**config.mk**
```make
export PLATFORM = sky130hd
export DESIGN_NAME = key_debouncer
export DESIGN_NICKNAME = d
export VERILOG_FILES = /design/src/rtl/key_debouncer.sv
export SDC_FILE = /design/constraint.sdc
export NUM_CORES = 1
export LEC_CHECK = 0
export ABC_CLOCK_PERIOD_IN_PS = 1500
export CAP_MARGIN = 20
export CORE_AREA = 4 4 41 43
export CTS_BUF_LIST = sky130_fd_sc_hd__clkbuf_4 sky130_fd_sc_hd__clkbuf_8 sky130_fd_sc_hd__clkbuf_16
export DETAILED_ROUTE_END_ITERATION = 16
export DIE_AREA = 0 0 45 47
export GPL_ROUTABILITY_DRIVEN = 0
export PLACE_DENSITY = 0.58
export SYNTH_ARGS = -nofsm -noshare
export SYNTH_HDL_FRONTEND = slang
export SYNTH_SLANG_ARGS = --single-unit
export TNS_END_PERCENT = 50
```
**constraint.sdc**
```tcl
create_clock -name Clock -period 1.5 [get_ports Clock]
set_input_delay 0.3 -clock Clock [delete_from_list [all_inputs] [get_ports Clock]]
set_output_delay 0.3 -clock Clock [all_outputs]
set_load 0.01 [all_outputs]
```
**src/rtl/key_debouncer.sv**
```systemverilog
// key_debouncer: strobe-sampled key debouncer with registered press/release/long-press events.
// Long-press detection is built only when KEY_DEBOUNCER_LONG_PRESS_EN is defined.
module key_debouncer #(
  parameter int unsigned STABLE_TICKS = 4,
  parameter int unsigned LONG_TICKS   = 250
) (
  input  logic Clock,
  input  logic Reset,
  input  logic Strobe_i,
  input  logic Key_i,
  output logic Pressed_o,
  output logic PressEvent_o,
  output logic ReleaseEvent_o,
  output logic LongEvent_o
);

  localparam int unsigned SW = (STABLE_TICKS < 2) ? 1 : $clog2(STABLE_TICKS);
  localparam logic [SW-1:0] STABLE_LAST = SW'(STABLE_TICKS - 1);

  if (STABLE_TICKS < 2 || LONG_TICKS <= STABLE_TICKS) begin : g_param_check
    $fatal(1, "key_debouncer: need STABLE_TICKS >= 2 and LONG_TICKS > STABLE_TICKS");
  end

  typedef enum logic [1:0] {
    IDLE,
    PRESS_WAIT,
    PRESSED,
    RELEASE_WAIT
  } state_t;

  state_t        state, state_next;
  logic          sync1, sync2, key_active;
  logic [SW-1:0] stable_cnt, stable_cnt_next;
  logic          pressed_next, press_ev_next, release_ev_next;

`ifdef KEY_DEBOUNCER_LONG_PRESS_EN
  localparam int unsigned LW = $clog2(LONG_TICKS + 1);
  localparam logic [LW-1:0] LONG_LAST = LW'(LONG_TICKS - 1);
  localparam logic [LW-1:0] LONG_MAX  = LW'(LONG_TICKS);

  logic [LW-1:0] long_cnt, long_cnt_next;
  logic          long_done, long_done_next, long_ev_next;
`endif

  // Synchronizer resets to 1 so a freshly reset key reads as released.
  always_ff @(posedge Clock or negedge Reset) begin
    if (!Reset) begin
      sync1 <= 1'b1;
      sync2 <= 1'b1;
    end else begin
      sync1 <= Key_i;
      sync2 <= sync1;
    end
  end

  assign key_active = ~sync2;

  always_ff @(posedge Clock or negedge Reset) begin
    if (!Reset) begin
      state          <= IDLE;
      stable_cnt     <= '0;
      Pressed_o      <= 1'b0;
      PressEvent_o   <= 1'b0;
      ReleaseEvent_o <= 1'b0;
    end else begin
      state          <= state_next;
      stable_cnt     <= stable_cnt_next;
      Pressed_o      <= pressed_next;
      PressEvent_o   <= press_ev_next;
      ReleaseEvent_o <= release_ev_next;
    end
  end

`ifdef KEY_DEBOUNCER_LONG_PRESS_EN
  always_ff @(posedge Clock or negedge Reset) begin
    if (!Reset) begin
      long_cnt    <= '0;
      long_done   <= 1'b0;
      LongEvent_o <= 1'b0;
    end else begin
      long_cnt    <= long_cnt_next;
      long_done   <= long_done_next;
      LongEvent_o <= long_ev_next;
    end
  end
`else
  assign LongEvent_o = 1'b0;
`endif

  always_comb begin
    state_next      = state;
    stable_cnt_next = stable_cnt;
    press_ev_next   = 1'b0;
    release_ev_next = 1'b0;
`ifdef KEY_DEBOUNCER_LONG_PRESS_EN
    long_cnt_next   = long_cnt;
    long_done_next  = long_done;
    long_ev_next    = 1'b0;
`endif
    if (Strobe_i) begin
      case (state)
        IDLE: begin
          if (key_active) begin
            state_next      = PRESS_WAIT;
            stable_cnt_next = SW'(1);
          end
        end
        PRESS_WAIT: begin
          if (!key_active) begin
            state_next      = IDLE;
            stable_cnt_next = '0;
          end else if (stable_cnt == STABLE_LAST) begin
            state_next      = PRESSED;
            stable_cnt_next = '0;
            press_ev_next   = 1'b1;
`ifdef KEY_DEBOUNCER_LONG_PRESS_EN
            long_cnt_next   = '0;
            long_done_next  = 1'b0;
`endif
          end else begin
            stable_cnt_next = stable_cnt + SW'(1);
          end
        end
        PRESSED: begin
          if (!key_active) begin
            state_next      = RELEASE_WAIT;
            stable_cnt_next = SW'(1);
          end
`ifdef KEY_DEBOUNCER_LONG_PRESS_EN
          else begin
            if (long_cnt != LONG_MAX) long_cnt_next = long_cnt + LW'(1);
            if (long_cnt == LONG_LAST && !long_done) begin
              long_ev_next   = 1'b1;
              long_done_next = 1'b1;
            end
          end
`endif
        end
        RELEASE_WAIT: begin
          // Bounce back to PRESSED keeps the long-press count running.
          if (key_active) begin
            state_next      = PRESSED;
            stable_cnt_next = '0;
          end else if (stable_cnt == STABLE_LAST) begin
            state_next      = IDLE;
            stable_cnt_next = '0;
            release_ev_next = 1'b1;
          end else begin
            stable_cnt_next = stable_cnt + SW'(1);
          end
        end
        default: begin
          state_next      = IDLE;
          stable_cnt_next = '0;
        end
      endcase
    end
  end

  assign pressed_next = (state_next == PRESSED) || (state_next == RELEASE_WAIT);

endmodule
```
* Word level (Yosys, flattened, before mapping)
Cells that the tools add are included.
** Word-level totals
- Output and inout bits :: 4
- Register bits after elaboration :: 9
- Word-level logic and storage cells :: 40
** Operators by class
- Muxes and demuxes :: 21
- Eq/ne operators :: 8
- $add $sub $neg :: 1
- Reductions and logical operators :: 3
** Operator list (count)
- two-way mux 2 bit :: 12
- one-hot mux 2 bit (4 select lines) :: 2
- equality test 2 bit, second input constant :: 5
- two-way mux 1 bit :: 7
- != test 2 bit, second input constant :: 2
- AND reduction 3 bit :: 1
- adder 2 x 1 -> 2 bit, second input constant :: 1
- equality test 2 x 1 -> 1 bit, second input constant :: 1
- zero test 2 bit :: 1
- logical OR 1 bit :: 1

* Depth between registers and ports, before layout
- Depth in word-level cells :: 7
- Mapped depth :: 4

* Worst setup path after synthesis
OpenSTA, ideal clock, no wires.
- Kind :: register to register
- Start point :: reg stable_cnt[0]
- End point :: reg stable_cnt[1]
- Arrival time :: 1.018 ns
- Setup time :: 0.121 ns
- Setup slack :: 0.361 ns
- Cell stages (with the launch flop) :: 4
- Period minus slack after synthesis :: 1.139 ns
- Cells stage by stage :: dfrtp_1 -> ha_1 -> and3_1 -> a22o_1
** Between the ends
- Longest elaborated chain between the ends :: 4
- Elaborated cells on any way between the ends :: 6
- Classes of those cells :: 1 x add/sub; 1 x eq/ne; 4 x mux
** Ends and longest elaborated chain
- start, declared :: line 33 : logic [SW-1:0] stable_cnt, stable_cnt_next;
- start signal, assigned :: line 67 : stable_cnt <= stable_cnt_next;
- adder 2 x 1 -> 2 bit / equality test 2 bit (equally long branches)
- two-way mux 2 bit (*) :: line 112, 144
- two-way mux 2 bit (on tied branches) :: line 141, 109
- one-hot mux 2 bit (4 select lines) (*) :: line 101 : case (state)
Every way passes the cells marked *; elsewhere a longest branch is shown, timed or not.
A chain may end at the register's enable or synchronous reset.

* Worst setup path after layout
- Start point :: reg Pressed_o
- End point :: out Pressed_o
** RTL lines
- start, declared :: line 11 : output logic Pressed_o,
- start signal, assigned :: line 68 : Pressed_o <= pressed_next;
No word-level cell between the ends.

==> metrics.txt <==
# TYPE chip_impl_metric gauge
chip_impl_info{name="status",value="complete, no violations"} 1
chip_impl_metric{name="number_of_nets_at_the_end_of_the_flow",unit=""} 46
chip_impl_metric{name="finalHoldViolations",unit=""} 0
chip_impl_metric{name="port_buffers",unit=""} 6
chip_impl_info{name="r2r-end",value="stable_cnt[1]$_DFFE_PN0P_"} 1
chip_impl_metric{name="leakagePower",unit="nW"} 0.202
chip_impl_metric{name="clkSinkCount",unit=""} 9
chip_impl_metric{name="ys.warnings.count",unit=""} 0
chip_impl_metric{name="post-place-ws",unit="ns"} 0.133
chip_impl_metric{name="cts_max_path_buffers",unit=""} 2
chip_impl_metric{name="global_route.overflow_total",unit=""} 0
chip_impl_metric{name="postCtsHoldBufs",unit=""} 0
chip_impl_info{name="critical_path.top_delay_family",value="buffers and inverters"} 1
chip_impl_metric{name="crit_required",unit="ns"} 1.20
chip_impl_metric{name="drtPass1Iterations",unit=""} 3
chip_impl_metric{name="min_period",unit="ns"} 1.39
chip_impl_metric{name="die_h",unit="um"} 47
chip_impl_metric{name="antenna-diode-count",unit=""} 0
chip_impl_metric{name="drt_drc_violations_left",unit=""} 0
chip_impl_info{name="critical_path.cell_chain",value="clkdlybuf4s50_1"} 1
chip_impl_metric{name="worst-endpoint-arrival",unit="ns"} 1.09
chip_impl_metric{name="slew_violations",unit=""} 0
chip_impl_metric{name="wire_length_of_the_first_global_routing_pass",unit="um"} 828
chip_impl_metric{name="clk_latency",unit="ns"} 0.25
chip_impl_info{name="timing.setup.critical_path_class",value="reg2out"} 1
chip_impl_metric{name="seq_power_share",unit=""} 0.503
chip_impl_metric{name="num_vias",unit=""} 233
chip_impl_metric{name="detail-route-antenna-nets",unit=""} 0
chip_impl_metric{name="synth_nets",unit=""} 36
chip_impl_metric{name="crit_fanout",unit=""} 1
chip_impl_metric{name="count_of_boundary_i_o_pins",unit=""} 8
chip_impl_metric{name="initial_utilization",unit=""} 0.265
chip_impl_metric{name="dr.first_iter.drc_count",unit=""} 2
chip_impl_metric{name="grt_max_degree",unit=""} 10
chip_impl_metric{name="yosys_register_bits",unit=""} 9
chip_impl_metric{name="floorplan.die_area",unit="um2"} 2120
chip_impl_metric{name="route.detailed.vias_per_inst",unit=""} 4.24
chip_impl_metric{name="worst-path-buf-inv",unit=""} 1
chip_impl_metric{name="syn-instance-count",unit=""} 31
chip_impl_metric{name="chipWidth",unit="um"} 45
chip_impl_metric{name="clk_pin_slew_worst_paths",unit="ns"} 0.06
chip_impl_metric{name="hpwlAfterDp",unit="um"} 370
chip_impl_metric{name="synth.yosys.seq_area_share",unit=""} 0.659
chip_impl_info{name="cts_tree",value="yes"} 1
chip_impl_metric{name="syn_area",unit="um2"} 345
chip_impl_info{name="crit_slowest_cell",value="sky130_fd_sc_hd__clkdlybuf4s50_1"} 1
chip_impl_metric{name="timing.clock.skew",unit="ns"} 0.00596
chip_impl_metric{name="worst_path_largest_cell_delay",unit="ns"} 0.52
chip_impl_metric{name="switching_share",unit=""} 0.285
chip_impl_metric{name="post_route_fraction_of_the_period_consumed_by_the_critical_path",unit=""} 0.929
chip_impl_metric{name="post_synth.cell_area_avg",unit="um2"} 11.1
chip_impl_metric{name="layout_setup_ws",unit="ns"} 0.106
chip_impl_metric{name="clock.fmax",unit="MHz"} 717
chip_impl_metric{name="comb_pwr_share",unit=""} 0.227
chip_impl_metric{name="timing.final.setup_violations",unit=""} 0
chip_impl_metric{name="finalHoldWorstSlack",unit="ns"} 0.328
chip_impl_info{name="timing.hold.worst.class",value="in2async"} 1
chip_impl_metric{name="grtUsageTotal",unit=""} 0.0575
chip_impl_metric{name="first_global_vias",unit=""} 198
chip_impl_metric{name="power.clock.fraction",unit=""} 0.270
chip_impl_metric{name="cts-buffers-inserted",unit=""} 3
chip_impl_metric{name="core_area",unit="um2"} 1300
chip_impl_metric{name="p_switching",unit="W"} 0.000206
chip_impl_metric{name="power",unit="W"} 0.000722
chip_impl_metric{name="placementRows",unit=""} 13
chip_impl_metric{name="cellInternalPower",unit="W"} 0.000516
chip_impl_metric{name="setup-tns-final",unit="ns"} 0
chip_impl_metric{name="post_cts.repair.setup_buffers",unit=""} 0
chip_impl_metric{name="reg2reg_slack",unit="ns"} 0.33
chip_impl_metric{name="antenna_found_initial",unit=""} 0
chip_impl_metric{name="final_util",unit=""} 0.343
chip_impl_metric{name="cts_resized",unit=""} 0
chip_impl_info{name="clock-root-buffer",value="sky130_fd_sc_hd__clkbuf_4"} 1
chip_impl_metric{name="cap_viol_max_count",unit=""} 0
chip_impl_info{name="start_kind",value="flop"} 1
chip_impl_info{name="endpoint_kind",value="output pin"} 1
chip_impl_metric{name="drive_gt1_frac",unit=""} 0.150
chip_impl_info{name="r2r-start",value="stable_cnt[0]$_DFFE_PN0P_"} 1
chip_impl_metric{name="yosys.cell_types.count",unit=""} 15
chip_impl_metric{name="power.density",unit="nW/um2"} 1620
chip_impl_metric{name="power.ir.vdd_worst",unit="mV"} 0.592
chip_impl_metric{name="layout_area_growth_over_synthesis",unit="%"} 29.3
chip_impl_metric{name="routed_wire_length_per_instance",unit="um"} 8.58
chip_impl_metric{name="htreeDepth",unit=""} 1
chip_impl_metric{name="routed_wl",unit="um"} 472
chip_impl_info{name="rsz_0062_raised_after_global_routing",value="no"} 1
chip_impl_metric{name="reg2reg_depth",unit=""} 3
[layout by cell type, fill, tap and decap left out]
cell type	Yosys	routed
sky130_fd_sc_hd__a22o_1	1	1
sky130_fd_sc_hd__and3_1	1	1
sky130_fd_sc_hd__clkbuf_4	0	4
sky130_fd_sc_hd__clkdlybuf4s50_1	0	6
sky130_fd_sc_hd__conb_1	1	1
sky130_fd_sc_hd__dfrtp_1	7	7
sky130_fd_sc_hd__dfstp_2	2	2
sky130_fd_sc_hd__ha_1	1	1
sky130_fd_sc_hd__inv_1	1	1
sky130_fd_sc_hd__nand2_1	6	6
sky130_fd_sc_hd__nand3_1	2	2
sky130_fd_sc_hd__nor2_1	1	1
sky130_fd_sc_hd__nor3_1	1	1
sky130_fd_sc_hd__o21ai_0	4	4
sky130_fd_sc_hd__o21ai_1	1	1
sky130_fd_sc_hd__xnor2_1	1	1
[logic make-up after synthesis]
kind of cell	after synthesis	synth area share
xor gates and xnor gates	1	0.0254
AOI/OAI and AO/OA	6	0.0978
buffers and inverters	2	0.0326
other	1	0.0109
DFF	9	0.659
adders and majority gates	1	0.0362
and+or+nand+nor	11	0.138
[per-stage QoR]
step                      std cells  area (um2)
after floorplan                  31         345
after global placement           51         417
after detailed placement         51         417
after CTS                        55         447
after global routing             55         447
final                            55         447
[sequential cells by signal (all words and copies together) (netlist names)]
| register | count |
|---|---|
| PressEvent_o | 1 |
| Pressed_o | 1 |
| ReleaseEvent_o | 1 |
| stable_cnt | 2 |
| state | 2 |
| sync1 | 1 |
| sync2 | 1 |
[worst max-delay path by stage]
| stage | cells after the start | end | from | slack [ns] |
|---|---|---|---|---|
| global route | 1 | Pressed_o | Pressed_o$_DFF_PN0_ | 0.05 |
| CTS | 1 | Pressed_o | Pressed_o$_DFF_PN0_ | 0.09 |
| detailed placement | 4 | state[1]$_DFF_PN0_ | Strobe_i | 0.13 |
| floorplan | 3 | stable_cnt[1]$_DFFE_PN0P_ | stable_cnt[0]$_DFFE_PN0P_ | 0.36 |
| global placement | 4 | Pressed_o$_DFF_PN0_ | Strobe_i | 0.15 |
| finish | 1 | Pressed_o | Pressed_o$_DFF_PN0_ | 0.11 |
[power groups by stage]
| stage | registers [W] | logic, W | clock network, W |
|---|---|---|---|
| 6_report | 0.000363 | 0.000164 | 0.000195 |
| 3_3_place_gp | 0.000366 | 0.000164 | 0 |
| 2_1_floorplan | 0.000364 | 0.000101 | 0 |
| 3_5_place_dp | 0.000368 | 0.000166 | 0 |
| 4_1_cts | 0.000364 | 0.000167 | 0.000207 |
| 5_1_grt | 0.000376 | 0.000190 | 0.000220 |
[synth_stat cells]
cell | number | area share
sky130_fd_sc_hd__dfstp_2 | 2 | 0.15
sky130_fd_sc_hd__and3_1 | 1 | 0.018
sky130_fd_sc_hd__nand3_1 | 2 | 0.029
sky130_fd_sc_hd__inv_1 | 1 | 0.011
sky130_fd_sc_hd__nand2_1 | 6 | 0.065
sky130_fd_sc_hd__conb_1 | 1 | 0.011
sky130_fd_sc_hd__a22o_1 | 1 | 0.025
sky130_fd_sc_hd__ha_1 | 1 | 0.036
sky130_fd_sc_hd__o21ai_1 | 1 | 0.014
sky130_fd_sc_hd__nor2_1 | 1 | 0.011
sky130_fd_sc_hd__buf_4 | 1 | 0.022
sky130_fd_sc_hd__xnor2_1 | 1 | 0.025
sky130_fd_sc_hd__o21ai_0 | 4 | 0.058
sky130_fd_sc_hd__dfrtp_1 | 7 | 0.51
sky130_fd_sc_hd__nor3_1 | 1 | 0.014
[final cells by class]
| class | count | area, um2 |
|---|---|---|
| inverter | 1 | 3.75 |
| tap | 15 | 18.8 |
| sequential | 9 | 228 |
| multi-input combinational | 20 | 106 |
| fill | 142 | 855 |
| clock buffer | 4 | 30.0 |
| timing repair buffer | 6 | 60.1 |
[layer usage]
layer / vias up / GRT usage / share of wire
met1: 105 / 0.0610 / 0.45
li1: 121 / - / -
met5: - / 0 / 0
met3: 0 / 0.0575 / 0.10
met2: 7 / 0.0876 / 0.45
met4: 0 / 0 / 0
Note: power is estimated with default switching activity, not from simulation.
